**src/rtl/regfile_wb_arbiter.sv**
```systemverilog
// regfile_wb_arbiter: writeback collector for the register file write port.
// Two in-order FIFOs (ALU, load/store) feed a round-robin arbiter that
// commits at most one result per cycle into a registered rf_* stage.
// pend_a/pend_b report registers whose writes are still queued or staged.
// Optional build macro WB_STATS_EN adds commit_cnt / conflict_cnt counters.
module regfile_wb_arbiter #(
    parameter int DEPTH = 2,
    parameter int WIDTH = 32
) (
    input  logic             clk,
    input  logic             rst,
    input  logic             alu_valid,
    output logic             alu_ready,
    input  logic [4:0]       alu_rd,
    input  logic [WIDTH-1:0] alu_data,
    input  logic             mem_valid,
    output logic             mem_ready,
    input  logic [4:0]       mem_rd,
    input  logic [WIDTH-1:0] mem_data,
    output logic             rf_load,
    output logic [4:0]       rf_dest,
    output logic [WIDTH-1:0] rf_in,
    input  logic [4:0]       q_a,
    input  logic [4:0]       q_b,
    output logic             pend_a,
    output logic             pend_b
`ifdef WB_STATS_EN
    ,
    output logic [31:0]      commit_cnt,
    output logic [31:0]      conflict_cnt
`endif
);

    localparam int AW = $clog2(DEPTH);
    localparam int PW = AW + 1;
    // Source index 0 is the ALU, 1 is the load/store unit.
    localparam logic SRC_ALU = 1'b0;
    localparam logic SRC_MEM = 1'b1;

    logic [4:0]       rd_mem_q  [0:1][0:DEPTH-1];
    logic [WIDTH-1:0] dat_mem_q [0:1][0:DEPTH-1];
    logic [PW-1:0]    wp_q [0:1];
    logic [PW-1:0]    wp_d [0:1];
    logic [PW-1:0]    rp_q [0:1];
    logic [PW-1:0]    rp_d [0:1];
    logic [PW-1:0]    occ_s [0:1];
    logic             rr_q;
    logic             rr_d;
    logic             rf_load_q;
    logic [4:0]       rf_dest_q;
    logic [WIDTH-1:0] rf_in_q;

    logic [1:0]       in_valid_s;
    logic [4:0]       in_rd_s   [0:1];
    logic [WIDTH-1:0] in_data_s [0:1];
    logic [1:0]       full_s;
    logic [1:0]       empty_s;
    logic [1:0]       push_s;
    logic [1:0]       pop_s;
    logic             sel_s;
    logic             grant_s;
    logic [4:0]       head_rd_s;
    logic [WIDTH-1:0] head_data_s;
    logic             pend_a_s;
    logic             pend_b_s;

    assign in_valid_s   = {mem_valid, alu_valid};
    assign in_rd_s[0]   = alu_rd;
    assign in_rd_s[1]   = mem_rd;
    assign in_data_s[0] = alu_data;
    assign in_data_s[1] = mem_data;

    // FIFO status, push qualification (rd==0 is accepted but dropped) and pointer next-state.
    always_comb begin
        full_s  = 2'b00;
        empty_s = 2'b00;
        push_s  = 2'b00;
        for (int s = 0; s < 2; s++) begin
            empty_s[s] = (wp_q[s] == rp_q[s]);
            full_s[s]  = (wp_q[s][AW] != rp_q[s][AW]) &&
                         (wp_q[s][AW-1:0] == rp_q[s][AW-1:0]);
            push_s[s]  = in_valid_s[s] && !full_s[s] && (in_rd_s[s] != 5'd0);
            occ_s[s]   = wp_q[s] - rp_q[s];
            wp_d[s]    = wp_q[s] + {{AW{1'b0}}, push_s[s]};
            rp_d[s]    = rp_q[s] + {{AW{1'b0}}, pop_s[s]};
        end
    end

    // Ready depends on occupancy only, never on a same-cycle pop.
    assign alu_ready = !full_s[0];
    assign mem_ready = !full_s[1];

    // Round-robin choice: on contention pop the source not last granted.
    always_comb begin
        sel_s   = SRC_ALU;
        grant_s = 1'b0;
        case (~empty_s)
            2'b11: begin
                sel_s   = ~rr_q;
                grant_s = 1'b1;
            end
            2'b01: begin
                sel_s   = SRC_ALU;
                grant_s = 1'b1;
            end
            2'b10: begin
                sel_s   = SRC_MEM;
                grant_s = 1'b1;
            end
            default: begin
                sel_s   = SRC_ALU;
                grant_s = 1'b0;
            end
        endcase
        pop_s = grant_s ? (sel_s ? 2'b10 : 2'b01) : 2'b00;
        rr_d  = grant_s ? sel_s : rr_q;
    end

    assign head_rd_s   = rd_mem_q[sel_s][rp_q[sel_s][AW-1:0]];
    assign head_data_s = dat_mem_q[sel_s][rp_q[sel_s][AW-1:0]];

    // Pointers, arbiter state and the registered commit stage.
    always_ff @(posedge clk) begin
        if (rst) begin
            for (int s = 0; s < 2; s++) begin
                wp_q[s] <= '0;
                rp_q[s] <= '0;
            end
            rr_q      <= SRC_MEM;
            rf_load_q <= 1'b0;
            rf_dest_q <= 5'd0;
            rf_in_q   <= '0;
        end else begin
            for (int s = 0; s < 2; s++) begin
                wp_q[s] <= wp_d[s];
                rp_q[s] <= rp_d[s];
            end
            rr_q      <= rr_d;
            rf_load_q <= grant_s;
            if (grant_s) begin
                rf_dest_q <= head_rd_s;
                rf_in_q   <= head_data_s;
            end
        end
    end

    // FIFO storage; stale contents are harmless because pointers define occupancy.
    always_ff @(posedge clk) begin
        for (int s = 0; s < 2; s++) begin
            if (push_s[s]) begin
                rd_mem_q[s][wp_q[s][AW-1:0]]  <= in_rd_s[s];
                dat_mem_q[s][wp_q[s][AW-1:0]] <= in_data_s[s];
            end
        end
    end

    // Pending-write query over occupied FIFO slots and the output stage.
    always_comb begin
        pend_a_s = 1'b0;
        pend_b_s = 1'b0;
        for (int s = 0; s < 2; s++) begin
            for (int i = 0; i < DEPTH; i++) begin
                pend_a_s = pend_a_s |
                           (({1'b0, AW'(i) - rp_q[s][AW-1:0]} < occ_s[s]) &&
                            (rd_mem_q[s][i] == q_a));
                pend_b_s = pend_b_s |
                           (({1'b0, AW'(i) - rp_q[s][AW-1:0]} < occ_s[s]) &&
                            (rd_mem_q[s][i] == q_b));
            end
        end
        pend_a_s = (pend_a_s | (rf_load_q && (rf_dest_q == q_a))) && (q_a != 5'd0);
        pend_b_s = (pend_b_s | (rf_load_q && (rf_dest_q == q_b))) && (q_b != 5'd0);
    end

    assign pend_a  = pend_a_s;
    assign pend_b  = pend_b_s;
    assign rf_load = rf_load_q;
    assign rf_dest = rf_dest_q;
    assign rf_in   = rf_in_q;

`ifdef WB_STATS_EN
    logic [31:0] commit_cnt_q;
    logic [31:0] conflict_cnt_q;

    // Commit and contention counters, free-running with natural wrap.
    always_ff @(posedge clk) begin
        if (rst) begin
            commit_cnt_q   <= 32'd0;
            conflict_cnt_q <= 32'd0;
        end else begin
            commit_cnt_q   <= commit_cnt_q + {31'd0, grant_s};
            conflict_cnt_q <= conflict_cnt_q + {31'd0, (empty_s == 2'b00)};
        end
    end

    assign commit_cnt   = commit_cnt_q;
    assign conflict_cnt = conflict_cnt_q;
`endif

endmodule

```
**config.mk**
```make
export PLATFORM = sky130hd
export DESIGN_NAME = regfile_wb_arbiter
export DESIGN_NICKNAME = d
export VERILOG_FILES = /design/src/rtl/regfile_wb_arbiter.sv
export SDC_FILE = /design/constraint.sdc
export NUM_CORES = 1
export LEC_CHECK = 0
export ABC_AREA = 1
export ABC_CLOCK_PERIOD_IN_PS = 3000
export BUFFER_PORTS_ARGS = -buffer_cell sky130_fd_sc_hd__buf_2
export CELL_PAD_IN_SITES_DETAIL_PLACEMENT = 1
export CELL_PAD_IN_SITES_GLOBAL_PLACEMENT = 1
export CORE_ASPECT_RATIO = 1.4
export CORE_MARGIN = 4
export CORE_UTILIZATION = 44
export DETAILED_ROUTE_END_ITERATION = 10
export HOLD_SLACK_MARGIN = 0.1
export PLACE_DENSITY_LB_ADDON = 0.1
export SYNTH_ARGS = -nofsm -noshare
export SYNTH_HDL_FRONTEND = slang
export SYNTH_SLANG_ARGS = --single-unit
```
**constraint.sdc**
```tcl
create_clock -name clk -period 3 [get_ports clk]
set_input_delay 0.15 -clock clk [delete_from_list [all_inputs] [get_ports clk]]
set_output_delay 0.15 -clock clk [all_outputs]
set_load 0.01 [all_outputs]
```
# Word level (Yosys, flattened, before mapping)
# Memory sizes are Yosys's and may differ from the RTL's.
# Index checks and enable logic that the tools add are counted.
# W data, S select, Z words.
op_classes:
  add_sub_neg: 10
  magnitude_cmp: 9
  n_eq_ne: 19
  muxes: 31
  bitwise: 17
  n_reduce_logical: 27
ops:
  columns: ["operator", "count"]
  rows:
  - ["$mux W32", 5]
  - ["$mux W64", 2]
  - ["$demux W32 S1", 2]
  - ["$eq A5 B5 Y1", 10]
  - ["$mux W5", 5]
  - ["$logic_and A1 B1 Y1", 20]
  - ["$mux W10", 2]
  - ["$reduce_bool A5 Y1", 4]
  - ["$mux W2", 6]
  - ["$or A1 B1 Y1", 12]
  - ["$demux W5 S1", 2]
  - ["$add A2 B1 Y2", 4]
  - ["$lt A1 B2 Y1", 4]
  - ["$ge A2 B2 Y1 const B", 3]
  - ["$mux W1", 6]
  - ["$not A1 Y2", 3]
  - ["$eq A2 B2 Y1", 2]
  - ["$eq A2 B2 Y1 const B", 2]
  - ["$lt A2 B1 Y1 const B", 2]
  - ["$sub A1 B1 Y1 const A", 4]
  - ["$sub A2 B2 Y2", 2]
  - ["$reduce_or A3 Y1", 1]
  - ["$eq A1 B1 Y1", 2]
  - ["$eq A2 B1 Y1 const B", 1]
  - ["5 further kinds", 7]
totals:
  reg_bits: 39
  mem_bits_rw: 156
  inputBits: 88
  out_inout_bits: 42
  elab_cells: 121
  memories: 4
memory_table:
  columns: ["memory", "words", "word_bits", "read_ports", "rd_clocked_by_memory_dff", "wr", "line_no", "rtl"]
  rows:
  - ["dat_mem_q", 2, 64, 1, 0, 2, "41", "logic [WIDTH-1:0] dat_mem_q [0:1][0:DEPTH-1];"]
  - ["rd_mem_q", 2, 10, 3, 0, 2, "40", "logic [4:0] rd_mem_q [0:1][0:DEPTH-1];"]
  - ["rp_q", 2, 2, 3, 0, 2, "44", "logic [PW-1:0] rp_q [0:1];"]
  - ["wp_q", 2, 2, 2, 0, 2, "42", "logic [PW-1:0] wp_q [0:1];"]

# Logic depth before layout (Yosys ltp)
# Gate-level depths: netlist (run 1).
# An unclocked memory read counts as a cell.
logic_depth:
  ltp_word: 9
  depth_mapped: 13
  ltp_nobuf: 12

# Worst setup path before layout (run 1)
# Ideal clock, no wire load.
synth_path:
  path_kind: "register -> register"
  startpoint: "memory rp_q[1][0] (netlist bit)"
  endpoint: "memory dat_mem_q[1][0] (netlist bit), enable pin"
  setup_time_ns: 0.399
  arrival_ns: 2.176
  t_required_ns: 2.601
  setup_slack_ns: 0.424
  stages_incl_launch_ff: 9
  n_path_buf: 0
  synth_period_minus_slack_ns: 2.576
  path_cell_list: "dfxtp_1 inv_1 ha_1 inv_1 nor2_1 inv_1 nand2_1 a21oi_1 ha_1"
synth_lines:
  columns: ["element", "line_no"]
  rows:
  - ["start: declaration", "44"]
  - ["end: declaration", "41"]

==> flow_summary.ini, run 1 <==
[timing]
max_freq_mhz = 383
final.period_utilization_pct = 87.0
skew_ns = 0.00978
final_max_slew_viol_count = 0
setup_tns_ns = 0
max_slew.worst_pin.slew_ns = 0.750
hold_slack_ns = 0.334
final_hold_viol_count = 0
min_period_ns = 2.61
setup_violations = 0
grt_setup_unrepaired = no
relSlewSlack_pct = 50.0

[pwr]
total_power_uw = 10600
p_leak_uw = 0.00492
peakVddDrop_mv = 0.824
powerDensity_nw_per_um2 = 980

[floorplan]
io-pin-count = 130
die_w_um = 126
initial_core_util_pct = 44.7
core_um2 = 19300
die_y_um = 174
dieArea_um2 = 22000
num_rows = 60

[drt]
wirelength_um = 24500
first_pass_iters = 4
m1WireLength_um = 9370
met3_length_um = 863
final_antenna_net_count = 0
wl_met2_um = 13800
viasPerCell = 5.04
routed-via-count = 6926
highest_layer = met4
wl_per_cell_um = 17.9
drc = 0
drt_iter0_markers = 380

[worst_setup_path]
reg2reg_slack_ns = 0.39
critPathLaunchType = flip-flop
required_ns = 3.38
crit_type = reg2reg
crit_path_end_kind = flip-flop
critPathArrivalTime_ns = 2.99
cp_max_fo = 37

[grt]
grt_antenna_before_repair = 0
grt-ovfl-total = 0
track_usage_pct = 23.1
grt_pass1_wl_um = 39300
grt_pass1_vias = 7475
grt_start_max_net_pins = 69

[placement]
portBuffers = 129
place_area_um2 = 9460
gp_congestion = 0.885
dp_hpwl_um = 15900

[status]
status = finished clean

[cells_and_area]
final_area_um2 = 10800
regArea_um2 = 5390
fillers = 2225
drive_above_1_share_pct = 17.1
syn2layout_area_growth_pct = 25.0
utilization_pct = 55.9
antenna_cells = 0
multi_input_area_um2 = 2800
final_common_cell = nand2_1
fin_nets = 1212
layout_common_cells = nand2_1, edfxtp_1, buf_2

[cts]
clock-sinks = 195
cts_made_buffers = 17
htreeDepth = 4
post_cts_buffers = 0
root_buffer = clkbuf_16
ctsHoldBuffers = 75
path_clk_slew_ns = 0.07
clock_path_buffers = 2
cts_resized = 0
clk_latency_ns = 0.44
cts_tree = yes

[synthesis]
synth_cells = 916
syn_nets = 1016
syn-cell-area_um2 = 8630
ys_warn_count = 0
seq_area_frac_synth_pct = 62.4
ys_types = 24
synth_seq_cells = 195
syn-mean-instance-area_um2 = 9.42

[worst_hold_path]
hold_path.class = in2reg

[job]
max_cap_viol_count = 0
power by group:
part,leakage (uW),switching (uW),internal (uW)
Combinational,0.00287,3190,1390
Sequential,0.00177,249,3520
Clock,0.000276,1030,1190
worst max-delay path, cell delays in order (launching register included):
cell,delay [ns]
dfxtp_1,0.38
inv_1,0.09
ha_1,0.35
nand2_4,0.26
nand2_4,0.23
buf_4,0.34
nand2_2,0.11
nand2_4,0.41
nand2_1,0.12
nand2_1,0.10
nand2_1,0.06
nand2_1,0.09
cell usage after synthesis:
master	count	area, um^2
nand2_1	408	1530
edfxtp_1	148	4440
nand3_1	89	445
nor2_1	51	191
inv_1	48	180
dfxtp_1	47	941
buf_4	20	150
o22ai_1	14	87.6
o21ai_0	13	65.1
buf_2	12	60.1
ha_1	12	150
nor3_1	12	60.1
a21oi_1	7	35.0
clkbuf_1	7	26.3
xnor2_1	6	52.6
xor2_1	6	52.6
buf_6	4	45.0
nand2_2	3	18.8
nand2_4	3	33.8
nand4_1	2	12.5
nand3_2	1	10.0
nor3_4	1	16.3
or2_2	1	6.26
xnor2_2	1	16.3
per-stage QoR:
stage,worst slack (ns),std cells
2_1_floorplan,0.424,916
3_5_place_dp,0.402,1266
4_1_cts,0.351,1373
5_1_grt,0.170,1373
3_3_place_gp,0.525,1266
6_report,0.389,1373
final timing paths:
check                           startpoint          to  cells past startpoint
worst min register to register   rf_in[18]   rf_in[18]                      2
worst min-delay path             alu_valid  wp_q[0][0]                      5
worst max register to register  rp_q[1][0]    rf_in[4]                     11
worst max-delay path            rp_q[1][0]    rf_in[4]                     11
registers in the layout (all words and copies together), names as in the netlist:
name and cells:
rr_q 1, rd_mem_q 20, wp_q 4, rf_dest 5, rf_in 32, dat_mem_q 128
rf_load 1, rp_q 4
kinds of logic (layout without fill, tap and decap cells):
logic type	count (synthesis)	in the layout	synth area share, %
simple gates	571	571	26.9
flops	195	195	62.4
buf+inv	91	300	5.35
compound gates	34	34	2.17
xor+xnor	13	13	1.41
fa+ha+maj	12	12	1.74
layout make-up:
cell class	count	share of cell area [%]
flip-flops and latches	195	49.9
inverters	48	1.67
multi-input cells	630	26.0
repair buffers	220	14.2
well taps	248	2.88
clock inverters	14	1.32
clock buffers	18	4.07
layer usage:
layer	vias up	global-route usage [%]
met5	-	0
met1	3362	25.4
li1	3386	-
met3	35	3.70
met4	0	7.92
met2	143	44.1
No activity file was read; power rests on OpenSTA's default activity.
==> inputs of run 2 (changes only) <==
- ABC_CLOCK_PERIOD_IN_PS: 3000 -> unset
- BUFFER_PORTS_ARGS: -buffer_cell sky130_fd_sc_hd__buf_2 -> unset
- CORE_UTILIZATION: 44 -> 48
- DONT_BUFFER_PORTS: unset -> 1
==> flow_summary.ini, run 2 (synthesis gave the netlist of run 1 again) <==
[floorplan]
dieArea_um2 = 20200
die_y_um = 167
io-pin-count = 130
die_w_um = 121
initial_core_util_pct = 49.2
core_um2 = 17500
num_rows = 57

[timing]
setup_tns_ns = 0
final.period_utilization_pct = 85.0
max_freq_mhz = 392
min_period_ns = 2.55
max_slew.worst_pin.slew_ns = 0.662
setup_violations = 0
relSlewSlack_pct = 55.7
final_max_slew_viol_count = 0
final_hold_viol_count = 0
grt_setup_unrepaired = no
skew_ns = 0.0175

[cells_and_area]
drive_above_1_share_pct = 6.22
final_cells = 1232
antenna_cells = 0
fin_nets = 1083
largest_reg_flops = 128
fillers = 2000
syn2layout_area_growth_pct = 17.7
final_common_cell = nand2_1
layout_common_cells = nand2_1, edfxtp_1, nand3_1
utilization_pct = 57.9

[cts]
htreeDepth = 4
clock-sinks = 195
root_buffer = clkbuf_16
cts_made_buffers = 17
path_clk_slew_ns = 0.08
clk_latency_ns = 0.43
cts_resized = 0
cts_tree = yes
clock_path_buffers = 2

[worst_setup_path]
crit_path_end_kind = flip-flop
cp_max_fo = 58
crit_type = reg2reg
critPathLaunchType = flip-flop
required_ns = 3.38
critPathArrivalTime_ns = 2.93
reg2reg_depth = 12

[drt]
wl_per_cell_um = 19.9
viasPerCell = 5.29
first_pass_iters = 4
drc = 0
final_antenna_net_count = 0
routed-via-count = 6520
drt_iter0_markers = 379
wirelength_um = 24500

[placement]
dp_hpwl_um = 16100
gp_congestion = 0.894
dp.cells = 1125
portBuffers = 0

[grt]
grt-ovfl-total = 0
grt_antenna_before_repair = 0
grt-busiest-layer = met2
grt_pass1_wl_um = 38600
met2_usage_pct = 47.0
grt_pass1_vias = 7173
track_usage_pct = 25.0
use_met3_pct = 4.55
grt_start_max_net_pins = 59
grt_use_met1_pct = 28.4

[worst_hold_path]
holdPathStages = 4
hold_path.class = in2reg

[pwr]
total_power_uw = 10500
peakVddDrop_mv = 0.585
powerDensity_nw_per_um2 = 1040
p_leak_uw = 0.00439

[job]
max_cap_viol_count = 0

[status]
status = finished clean
-- run 2: cell types whose count changed in the layout (fill, tap and decap cells not counted) --
| cell | before | now |
|---|---|---|
| buf_2 | 129 | 0 |
| clkinv_2 | 1 | 0 |
| clkinvlp_4 | 4 | 1 |
| inv_8 | 3 | 5 |
| clkbuf_1 | 0 | 1 |
| buf_12 | 1 | 3 |
| inv_6 | 4 | 2 |
| clkinv_8 | 0 | 1 |
| clkbuf_8 | 1 | 0 |
| buf_4 | 15 | 13 |
| clkinv_4 | 1 | 4 |
-- run 2: through the flow --
| stage | hold WS (ns) | cell area, um^2 | setup WS [ns] |
|---|---|---|---|
| after floorplan | 0.249 | 8630 | 0.424 |
| after global placement | 0.222 | 8820 | 0.561 |
| after detailed placement | 0.224 | 8820 | 0.481 |
| after CTS | 0.205 | 10200 | 0.463 |
| after global routing | 0.226 | 10200 | 0.158 |
| final | 0.212 | 10200 | 0.449 |
-- run 2: worst paths after layout --
path	from	endpoint	slack, ns
worst min-delay path	alu_valid	wp_q[0][0]	0.21
worst min register to register	rf_in[29]	rf_in[29]	0.50
worst max-delay path	rp_q[0][0]	rf_in[28]	0.45
worst max register to register	rp_q[0][0]	rf_in[28]	0.45
-- run 2: power by group --
| group | leakage [uW] | switching, uW | internal [uW] | total, uW |
|---|---|---|---|---|
| combinational | 0.00233 | 3090 | 1300 | 4390 |
| clock | 0.000288 | 1060 | 1190 | 2260 |
| sequential | 0.00177 | 360 | 3520 | 3880 |
-- run 2: layout make-up --
type                       count  area (um^2)  area share (%)
timing repair buffer          91          908            8.94
clock inverter                14          163            1.60
multi-input combinational    630         2800            27.6
clock buffer                  18          429            4.22
tap                          236          295            2.91
sequential                   195         5390            53.0
inverter                      48          180            1.77
-- run 2: critical path, cell delays in order, from the launching register on --
cell and delay (ns):
dfxtp_1 0.39, inv_1 0.10, ha_1 0.33, nand3_2 0.14, nand2_2 0.12, buf_4 0.23, buf_4 0.54, nand3_1 0.19
nand2_1 0.13, nand2_1 0.06, nand2_1 0.10, nand2_1 0.05, nand2_1 0.06
-- run 2: repair_timing --
item | CTS | global route
hold buffers | 75 | 0
hold endpoints to repair | 167 | 0
setup buffers | 0 | 0
-- run 2: layer usage --
metal	up-vias	share of wire, %	wire [um]
li1	3128	-	-
met5	-	0	0
met2	161	56	13600
met4	0	1.7	427
met1	3202	38	9400
met3	29	4.1	1010
